===== config.mk =====
export PLATFORM = sky130hd
export DESIGN_NAME = kgp_ctrl_sequencer
export DESIGN_NICKNAME = d
export VERILOG_FILES = /design/src/rtl/kgp_ctrl_pkg.sv /design/src/rtl/kgp_ctrl_decode.sv /design/src/rtl/kgp_ctrl_sequencer.sv
export SDC_FILE = /design/constraint.sdc
export NUM_CORES = 1
export LEC_CHECK = 0
export ABC_AREA = 1
export BUFFER_PORTS_ARGS = -buffer_cell sky130_fd_sc_hd__buf_2
export CAP_MARGIN = 20
export CORE_ASPECT_RATIO = 1.75
export CORE_MARGIN = 2
export CORE_UTILIZATION = 35
export CTS_CLUSTER_SIZE = 10
export DETAILED_ROUTE_END_ITERATION = 8
export PLACE_DENSITY = 0.57
export REMOVE_ABC_BUFFERS = 1
export SYNTH_ARGS = -nofsm -noshare
export SYNTH_HDL_FRONTEND = slang
export SYNTH_HIERARCHICAL = 1
export SYNTH_SLANG_ARGS = --single-unit
export TNS_END_PERCENT = 30

===== constraint.sdc =====
create_clock -name clk -period 2 [get_ports clk]
set_input_delay 0.3 -clock clk [delete_from_list [all_inputs] [get_ports clk]]
set_output_delay 0.3 -clock clk [all_outputs]
set_load 0.05 [all_outputs]

===== src/rtl/kgp_ctrl_pkg.sv =====
// Shared encodings for the KGP-RISC multi-cycle control unit:
// FSM states, opcode classes, ALU/source/branch codes and the decoded control bundle.
package kgp_ctrl_pkg;

  typedef enum logic [2:0] {
    ST_IDLE    = 3'd0,
    ST_FETCH   = 3'd1,
    ST_DECODE  = 3'd2,
    ST_EXEC    = 3'd3,
    ST_MEM     = 3'd4,
    ST_MEMWAIT = 3'd5,
    ST_WB      = 3'd6,
    ST_HALT    = 3'd7
  } state_t;

  // Opcode classes; every other opcode value is undefined
  localparam logic [4:0] OP_ALU   = 5'd0;
  localparam logic [4:0] OP_ALUI  = 5'd1;
  localparam logic [4:0] OP_SHIFT = 5'd2;
  localparam logic [4:0] OP_LD    = 5'd3;
  localparam logic [4:0] OP_ST    = 5'd4;
  localparam logic [4:0] OP_BR    = 5'd5;
  localparam logic [4:0] OP_BRL   = 5'd6;
  localparam logic [4:0] OP_BCOND = 5'd7;
  localparam logic [4:0] OP_HALT  = 5'd31;

  // ALUResOp codes
  localparam logic [2:0] ALU_ADD   = 3'd0;
  localparam logic [2:0] ALU_AND   = 3'd1;
  localparam logic [2:0] ALU_XOR   = 3'd2;
  localparam logic [2:0] ALU_SHIFT = 3'd3;
  localparam logic [2:0] ALU_COMP  = 3'd4;
  localparam logic [2:0] ALU_SHRA  = 3'd5;

  // ALUSrc codes
  localparam logic [1:0] SRC_RT    = 2'd0;
  localparam logic [1:0] SRC_IMM   = 2'd1;
  localparam logic [1:0] SRC_SHAMT = 2'd2;

  // Branch class codes for the next-PC logic
  localparam logic [2:0] BR_NONE   = 3'd0;
  localparam logic [2:0] BR_UNCOND = 3'd1;
  localparam logic [2:0] BR_LTZ    = 3'd2;
  localparam logic [2:0] BR_Z      = 3'd3;
  localparam logic [2:0] BR_NZ     = 3'd4;
  localparam logic [2:0] BR_CY     = 3'd5;
  localparam logic [2:0] BR_NCY    = 3'd6;

  // Decoded control bundle: level controls plus the class flags the FSM needs
  typedef struct packed {
    logic [2:0] alu_op;
    logic       alu_cin;
    logic       alu_dir;
    logic       alu_frc;
    logic [1:0] alu_src;
    logic [2:0] branch;
    logic       br_link;
    logic       mem_to_reg;
    logic       mem_rd;
    logic       mem_wr;
    logic       reg_wr;
    logic       is_halt;
  } ctl_t;

  localparam ctl_t CTL_NOP = ctl_t'(17'd0);

endpackage


===== src/rtl/kgp_ctrl_decode.sv =====
// Combinational instruction decoder: opcode/funccode to control bundle plus
// an undefined-encoding flag. Registered by the sequencer in DECODE.
module kgp_ctrl_decode
  import kgp_ctrl_pkg::*;
(
  input  logic [4:0] opcode,
  input  logic [4:0] funccode,
  output ctl_t       ctl,
  output logic       illegal
);

  // Map each opcode class (and function field where relevant) to its controls
  always_comb begin
    ctl     = CTL_NOP;
    illegal = 1'b0;
    case (opcode)
      OP_ALU: begin
        ctl.alu_frc = 1'b1;
        ctl.alu_src = SRC_RT;
        ctl.reg_wr  = 1'b1;
        case (funccode)
          5'd0: ctl.alu_op = ALU_ADD;
          5'd1: begin
            ctl.alu_op  = ALU_COMP;
            ctl.alu_cin = 1'b1;
          end
          5'd2: ctl.alu_op = ALU_AND;
          5'd3: ctl.alu_op = ALU_XOR;
          default: illegal = 1'b1;
        endcase
      end
      OP_ALUI: begin
        ctl.alu_frc = 1'b1;
        ctl.alu_src = SRC_IMM;
        ctl.reg_wr  = 1'b1;
        case (funccode)
          5'd0: ctl.alu_op = ALU_ADD;
          5'd1: begin
            ctl.alu_op  = ALU_COMP;
            ctl.alu_cin = 1'b1;
          end
          default: illegal = 1'b1;
        endcase
      end
      OP_SHIFT: begin
        ctl.alu_frc = 1'b1;
        ctl.alu_op  = ALU_SHIFT;
        ctl.reg_wr  = 1'b1;
        case (funccode)
          5'd0: begin
            ctl.alu_dir = 1'b1;
            ctl.alu_src = SRC_SHAMT;
          end
          5'd1: ctl.alu_src = SRC_SHAMT;
          5'd2: begin
            ctl.alu_op  = ALU_SHRA;
            ctl.alu_src = SRC_SHAMT;
          end
          5'd3: begin
            ctl.alu_dir = 1'b1;
            ctl.alu_src = SRC_RT;
          end
          5'd4: ctl.alu_src = SRC_RT;
          5'd5: begin
            ctl.alu_op  = ALU_SHRA;
            ctl.alu_src = SRC_RT;
          end
          default: illegal = 1'b1;
        endcase
      end
      OP_LD: begin
        ctl.alu_op     = ALU_ADD;
        ctl.alu_src    = SRC_IMM;
        ctl.mem_to_reg = 1'b1;
        ctl.mem_rd     = 1'b1;
        ctl.reg_wr     = 1'b1;
      end
      OP_ST: begin
        ctl.alu_op  = ALU_ADD;
        ctl.alu_src = SRC_IMM;
        ctl.mem_wr  = 1'b1;
      end
      OP_BR: ctl.branch = BR_UNCOND;
      OP_BRL: begin
        ctl.branch  = BR_UNCOND;
        ctl.br_link = 1'b1;
        ctl.reg_wr  = 1'b1;
      end
      OP_BCOND: begin
        case (funccode)
          5'd0: ctl.branch = BR_LTZ;
          5'd1: ctl.branch = BR_Z;
          5'd2: ctl.branch = BR_NZ;
          5'd3: ctl.branch = BR_CY;
          5'd4: ctl.branch = BR_NCY;
          default: illegal = 1'b1;
        endcase
      end
      OP_HALT: ctl.is_halt = 1'b1;
      default: illegal = 1'b1;
    endcase
  end

endmodule


===== src/rtl/kgp_ctrl_sequencer.sv =====
// Multi-cycle KGP-RISC control unit: owns the PC, walks each instruction through
// fetch/decode/execute/memory/writeback and drives registered datapath controls.
module kgp_ctrl_sequencer
  import kgp_ctrl_pkg::*;
#(
  parameter logic [31:0] PC_RESET = 32'h0,
  parameter int          IMEM_LAT = 1,
  parameter int          DMEM_LAT = 1
) (
  input  logic        clk,
  input  logic        rst,
  input  logic        start,
  input  logic [4:0]  opcode,
  input  logic [4:0]  funccode,
  input  logic [31:0] nextInstrAddr,
  output logic [31:0] instrAddr,
  output logic [2:0]  ALUResOp,
  output logic        ALUCin,
  output logic        ALUDir,
  output logic        ALUFrc,
  output logic [1:0]  ALUSrc,
  output logic [2:0]  branch,
  output logic        brLink,
  output logic        memToReg,
  output logic        memRead,
  output logic        memWrite,
  output logic        regWrite,
  output logic        busy,
  output logic        halted,
  output logic        illegal,
  output logic [31:0] instr_count
);

  // FETCH spends IMEM_LAT cycles beyond address issue; MEMWAIT spans DMEM_LAT cycles
  localparam logic [7:0] IMEM_LAST = 8'(IMEM_LAT);
  localparam logic [7:0] DMEM_LAST = 8'(DMEM_LAT - 1);

  state_t      state_r, state_nxt_s;
  logic [7:0]  cnt_r, cnt_nxt_s;
  ctl_t        ctl_r, ctl_nxt_s;
  logic [31:0] pc_r, pc_nxt_s;
  logic [31:0] count_r, count_nxt_s;
  logic        illegal_r, illegal_nxt_s;
  ctl_t        dec_ctl_s;
  logic        dec_illegal_s;
  logic        lv_on_s;

  kgp_ctrl_decode u_decode (
    .opcode   (opcode),
    .funccode (funccode),
    .ctl      (dec_ctl_s),
    .illegal  (dec_illegal_s)
  );

  assign instrAddr   = pc_r;
  assign instr_count = count_r;
  assign illegal     = illegal_r;

  // State, wait counter and latched control bundle
  always_ff @(posedge clk or negedge rst) begin
    if (!rst) begin
      state_r <= ST_IDLE;
      cnt_r   <= 8'd0;
      ctl_r   <= CTL_NOP;
    end else begin
      state_r <= state_nxt_s;
      cnt_r   <= cnt_nxt_s;
      ctl_r   <= ctl_nxt_s;
    end
  end

  // Next-state, PC, retire count and sticky illegal flag
  always_comb begin
    state_nxt_s   = state_r;
    cnt_nxt_s     = 8'd0;
    ctl_nxt_s     = ctl_r;
    pc_nxt_s      = pc_r;
    count_nxt_s   = count_r;
    illegal_nxt_s = illegal_r;
    case (state_r)
      ST_IDLE, ST_HALT: begin
        if (start) begin
          pc_nxt_s      = PC_RESET;
          count_nxt_s   = 32'd0;
          illegal_nxt_s = 1'b0;
          state_nxt_s   = ST_FETCH;
        end else begin
          state_nxt_s   = state_r;
        end
      end
      ST_FETCH: begin
        if (cnt_r == IMEM_LAST) begin
          state_nxt_s = ST_DECODE;
        end else begin
          cnt_nxt_s   = cnt_r + 8'd1;
        end
      end
      ST_DECODE: begin
        ctl_nxt_s = dec_ctl_s;
        if (dec_illegal_s) begin
          illegal_nxt_s = 1'b1;
          state_nxt_s   = ST_HALT;
        end else if (dec_ctl_s.is_halt) begin
          count_nxt_s   = count_r + 32'd1;
          state_nxt_s   = ST_HALT;
        end else begin
          state_nxt_s   = ST_EXEC;
        end
      end
      ST_EXEC: begin
        if (ctl_r.mem_rd || ctl_r.mem_wr) begin
          state_nxt_s = ST_MEM;
        end else begin
          state_nxt_s = ST_WB;
        end
      end
      ST_MEM: begin
        if (ctl_r.mem_rd) begin
          state_nxt_s = ST_MEMWAIT;
        end else begin
          state_nxt_s = ST_WB;
        end
      end
      ST_MEMWAIT: begin
        if (cnt_r == DMEM_LAST) begin
          state_nxt_s = ST_WB;
        end else begin
          cnt_nxt_s   = cnt_r + 8'd1;
        end
      end
      ST_WB: begin
        pc_nxt_s    = nextInstrAddr;
        count_nxt_s = count_r + 32'd1;
        state_nxt_s = ST_FETCH;
      end
      default: state_nxt_s = ST_IDLE;
    endcase
  end

  // Level controls are live only from EXEC through WB
  assign lv_on_s = (state_nxt_s == ST_EXEC) || (state_nxt_s == ST_MEM) ||
                   (state_nxt_s == ST_MEMWAIT) || (state_nxt_s == ST_WB);

  // Registered architectural state and datapath controls, computed from the next state
  always_ff @(posedge clk or negedge rst) begin
    if (!rst) begin
      pc_r      <= PC_RESET;
      count_r   <= 32'd0;
      illegal_r <= 1'b0;
      ALUResOp  <= 3'd0;
      ALUCin    <= 1'b0;
      ALUDir    <= 1'b0;
      ALUFrc    <= 1'b0;
      ALUSrc    <= 2'd0;
      branch    <= 3'd0;
      brLink    <= 1'b0;
      memToReg  <= 1'b0;
      memRead   <= 1'b0;
      memWrite  <= 1'b0;
      regWrite  <= 1'b0;
      busy      <= 1'b0;
      halted    <= 1'b0;
    end else begin
      pc_r      <= pc_nxt_s;
      count_r   <= count_nxt_s;
      illegal_r <= illegal_nxt_s;
      ALUResOp  <= lv_on_s ? ctl_nxt_s.alu_op     : 3'd0;
      ALUCin    <= lv_on_s ? ctl_nxt_s.alu_cin    : 1'b0;
      ALUDir    <= lv_on_s ? ctl_nxt_s.alu_dir    : 1'b0;
      ALUFrc    <= lv_on_s ? ctl_nxt_s.alu_frc    : 1'b0;
      ALUSrc    <= lv_on_s ? ctl_nxt_s.alu_src    : 2'd0;
      branch    <= lv_on_s ? ctl_nxt_s.branch     : 3'd0;
      brLink    <= lv_on_s ? ctl_nxt_s.br_link    : 1'b0;
      memToReg  <= lv_on_s ? ctl_nxt_s.mem_to_reg : 1'b0;
      memRead   <= ctl_nxt_s.mem_rd && ((state_nxt_s == ST_MEM) || (state_nxt_s == ST_MEMWAIT));
      memWrite  <= ctl_nxt_s.mem_wr && (state_nxt_s == ST_MEM);
      regWrite  <= ctl_nxt_s.reg_wr && (state_nxt_s == ST_WB);
      busy      <= (state_nxt_s != ST_IDLE) && (state_nxt_s != ST_HALT);
      halted    <= (state_nxt_s == ST_HALT);
    end
  end

endmodule


==> impl_table.tex <==
\begin{tabular}{lr}
\hline
Metric & Value \\
\hline
\multicolumn{2}{l}{\textbf{Global routing}} \\
Via count of the first global-routing pass & 5181 \\
Overflow after GRT & 0 \\
Global-route wire length before repair & 25020 µm \\
Number of antenna violations at the first check in global routing & 0 \\
Largest net degree at the start of global routing & 46 \\
Global-route usage over all layers & 0.1897 \\
\multicolumn{2}{l}{\textbf{Detailed routing}} \\
Number of vias per cell after detailed routing & 4.920 \\
Overall routed net length & 15550 µm \\
Routed wire per std cell & 15.15 µm \\
Initial detailed-routing violation count & 150 \\
Via count of the routed design & 5048 \\
Remaining design rule violation count & 0 \\
Detailed-router iteration count before antenna repair & 4 \\
Remaining antenna violation count after routing & 0 \\
\multicolumn{2}{l}{\textbf{Cells and area}} \\
Finished Core Util & 0.4535 \\
Fin nets & 884 \\
Commonest non-fill, non-tap cell in the layout & sky130\_fd\_sc\_hd\_\_nand2\_1 \\
Number of diodes & 0 \\
Layout cell share with drive strength beyond 1 & 0.2679 \\
Area grow syn2layout & 26.79\% \\
Commonest non-fill, non-tap cells in the layout & sky130\_fd\_sc\_hd\_\_nand2\_1, sky130\_fd\_sc\_hd\_\_buf\_2, sky130\_fd\_sc\_hd\_\_dfrtp\_1, sky130\_fd\_sc\_hd\_\_nor2\_1, sky130\_fd\_sc\_hd\_\_inv\_1 \\
\multicolumn{2}{l}{\textbf{Critical path}} \\
Startpoint kind of the worst setup timing path & register \\
CP endpoint kind & register \\
Critical path required time & 2.28 ns \\
Cell seen most often among critical-path stages & sky130\_fd\_sc\_hd\_\_nand2\_1 \\
CP arrival & 2.06 ns \\
Cell Chain, Critical Path & nand2\_1 > inv\_1 > nand2\_1 > nand2\_2 > nand2\_1 > nand2\_1 > a21oi\_4 > buf\_12 > buf\_12 > nand4\_1 > o21ai\_1 \\
Critical-path top delay cell & sky130\_fd\_sc\_hd\_\_dfrtp\_2 \\
CP max FO & 39 \\
Worst setup path class & reg2reg \\
Worst reg2reg setup slack & 0.22 ns \\
Biggest cell delay along the critical path & 0.47 ns \\
\multicolumn{2}{l}{\textbf{CTS}} \\
Maximum buffer depth of the clock tree & 2 \\
Htree depth & 3 \\
Clk pin slew, worst setup/hold paths & 0.08 ns \\
Clk Tree Root Cell & sky130\_fd\_sc\_hd\_\_clkbuf\_16 \\
Number of buffers created by CTS & 9 \\
Clock latency on the worst-skew pair & 0.35 ns \\
Post CTS Setup Buffer Count & 0 \\
Number of clock sinks & 110 \\
CTS tree & yes \\
\multicolumn{2}{l}{\textbf{Timing}} \\
Unrepaired setup endpoints after global routing & false \\
Final Slew Violations & 0 \\
Share of the cycle needed by the critical path after routing & 0.8900 \\
Final Hold Vio Count & 0 \\
Final min period & 1.780 ns \\
Worst relative slew slack & 0.6799 \\
Sum Neg Setup Slack & 0 ns \\
Final Setup Violations & 0 \\
Smallest hold slack & 0.1654 ns \\
Timing-limited maximum frequency & 0.5618 GHz \\
Actual transition at the worst max-transition pin & 0.4764 ns \\
PnR worst setup slack & 0.2199 ns \\
Layout Skew & 0.007932 ns \\
\multicolumn{2}{l}{\textbf{Pwr}} \\
Worst VDD drop & 0.8482 mV \\
Power density of the placed cells & 1444 mW/mm² \\
Leakage dissipation & 0.003658 µW \\
\multicolumn{2}{l}{\textbf{Place}} \\
IO buf count & 127 \\
Pre-CTS WS & -0.06746 ns \\
Placer Congestion & 0.9510 \\
Post-DP HPWL & 12060 µm \\
\multicolumn{2}{l}{\textbf{Logic synthesis}} \\
Number of distinct standard cells referenced by the synthesized netlist & 33 \\
Area fraction in compound gates after synthesis & 0.1147 \\
Multiplexer fraction of the synthesized cell area & 0 \\
Synthesis-stage register bit count & 110 \\
Count of mapped cells out of synthesis & 672 \\
Adder and majority cell fraction of the synthesized area & 0.009137 \\
Per-instance average area after synthesis & 8.151 µm² \\
Largest family of logic cells by synthesized area & simple AND/OR/NAND/NOR gates \\
Synth warnings & 6 \\
Simple logic cell fraction of the synthesized area & 0.2846 \\
Sequential fraction of the synthesis area & 0.5025 \\
Post-Synth XOR/XNOR Area & 0.009593 \\
Area of the mapped netlist & 0.005478 mm² \\
\multicolumn{2}{l}{\textbf{Floorplanning}} \\
Number of I/O pins & 128 \\
Y dimension of the die & 169.5 µm \\
Core ar. & 0.01531 mm² \\
Die X & 98.57 µm \\
Floorplan die area & 0.01671 mm² \\
Initial Utilization & 0.3577 \\
Row cnt & 60 \\
\multicolumn{2}{l}{\textbf{Job}} \\
Max\_cap viols & 0 \\
\multicolumn{2}{l}{\textbf{Min path}} \\
Hold crit path type & in2reg \\
\multicolumn{2}{l}{\textbf{Status}} \\
Outcome & finished, final reports clean \\
\hline
\end{tabular}
## flip-flops by register name (all words and copies together), names as in the netlist, 2 cells and up
register,cells
branch,3
state_r,3
ALUResOp,3
instr_count,32
instrAddr,32
cnt_r,8
ctl_r,16
ALUSrc,2
## layer usage
metal | vias to the layer above | global-route usage | routed length [µm] | share of wire
met3 | 28 | 0.03501 | 632 | 0.041
met5 | - | 0 | 0 | 0
met1 | 2402 | 0.1907 | 5617 | 0.36
li1 | 2517 | - | - | -
met2 | 101 | 0.3750 | 8820 | 0.57
met4 | 0 | 0.07504 | 475 | 0.031
## layout make-up
type | instances | area, µm²
inverters | 86 | 322.8
flip-flops and latches | 110 | 2754
well taps | 186 | 232.7
fillers | 1627 | 8369
multi-input cells | 456 | 2302
repair buffers | 172 | 1041
clock inverters | 5 | 40.04
clock buffers | 11 | 252.7
## through the flow
step           instance area, µm²  instances  total power, µW
2_1_floorplan                5365        652             6447
3_3_place_gp                 6636       1009             8285
3_5_place_dp                 6636       1009             8319
4_1_cts                      6939       1026            10140
5_1_grt                      6945       1026            10690
6_report                     6945       1026            10030
## worst paths after layout
| path | depth (start not counted) | to | from |
|---|---|---|---|
| worst max register to register | 11 | instr_count[31] | state_r[0] |
| worst max-delay path | 11 | instr_count[31] | state_r[0] |
| max in group asynchronous | 3 | state_r[0] | rst |
| worst min-delay path | 2 | instrAddr[7] | nextInstrAddr[7] |
| worst min register to register | 1 | cnt_r[7] | cnt_r[7] |
| min in group asynchronous | 2 | instr_count[3] | rst |
## kinds of logic after synthesis
logic type,count (synthesis)
AND/OR/NAND/NOR,347
flip-flops,110
buffers and inverters,106
AO/OA/AOI/OAI,99
XOR/XNOR,6
adder cells (fa/ha/maj),4
## repair_timing
| item | CTS | global route |
|---|---|---|
| endpoints found under the hold margin | 21 | 0 |
| endpoints found under the setup margin | 0 | 9 |
| hold buffers | 1 | 0 |
| resized for setup | 0 | 3 |
## synthesized netlist by cell type (all sizes together)
cell type / n / area [µm²]
or2: 17 / 106.4
ha: 4 / 50.05
nand3b: 1 / 7.510
nand2: 145 / 559.3
xor2: 4 / 35.03
a22o: 32 / 280.3
a31oi: 2 / 12.51
nand4: 21 / 131.4
dfrtp: 110 / 2753
inv: 86 / 322.8
a21o: 1 / 7.510
buf: 14 / 90.09
clkbuf: 6 / 22.52
o21ai: 49 / 249.0
xnor2: 2 / 17.52
a21oi: 15 / 78.83
nor3: 26 / 151.4
nor2: 94 / 382.9
nand3: 43 / 220.2
## worst max-delay path: cells and delay by family, from the launching register on
| family | cells | cell delay, ns |
|---|---|---|
| simple gates | 6 | 0.59 |
| buf+inv | 3 | 0.41 |
| compound gates | 2 | 0.24 |
| flops | 1 | 0.47 |
## where the power goes
group	internal [µW]	switching, µW	total [µW]	leakage (µW)
clock network	929	864	1790	0.000147
logic	1580	3520	5100	0.00205
registers	2860	282	3140	0.00146
(Power assumes the default switching activity.)
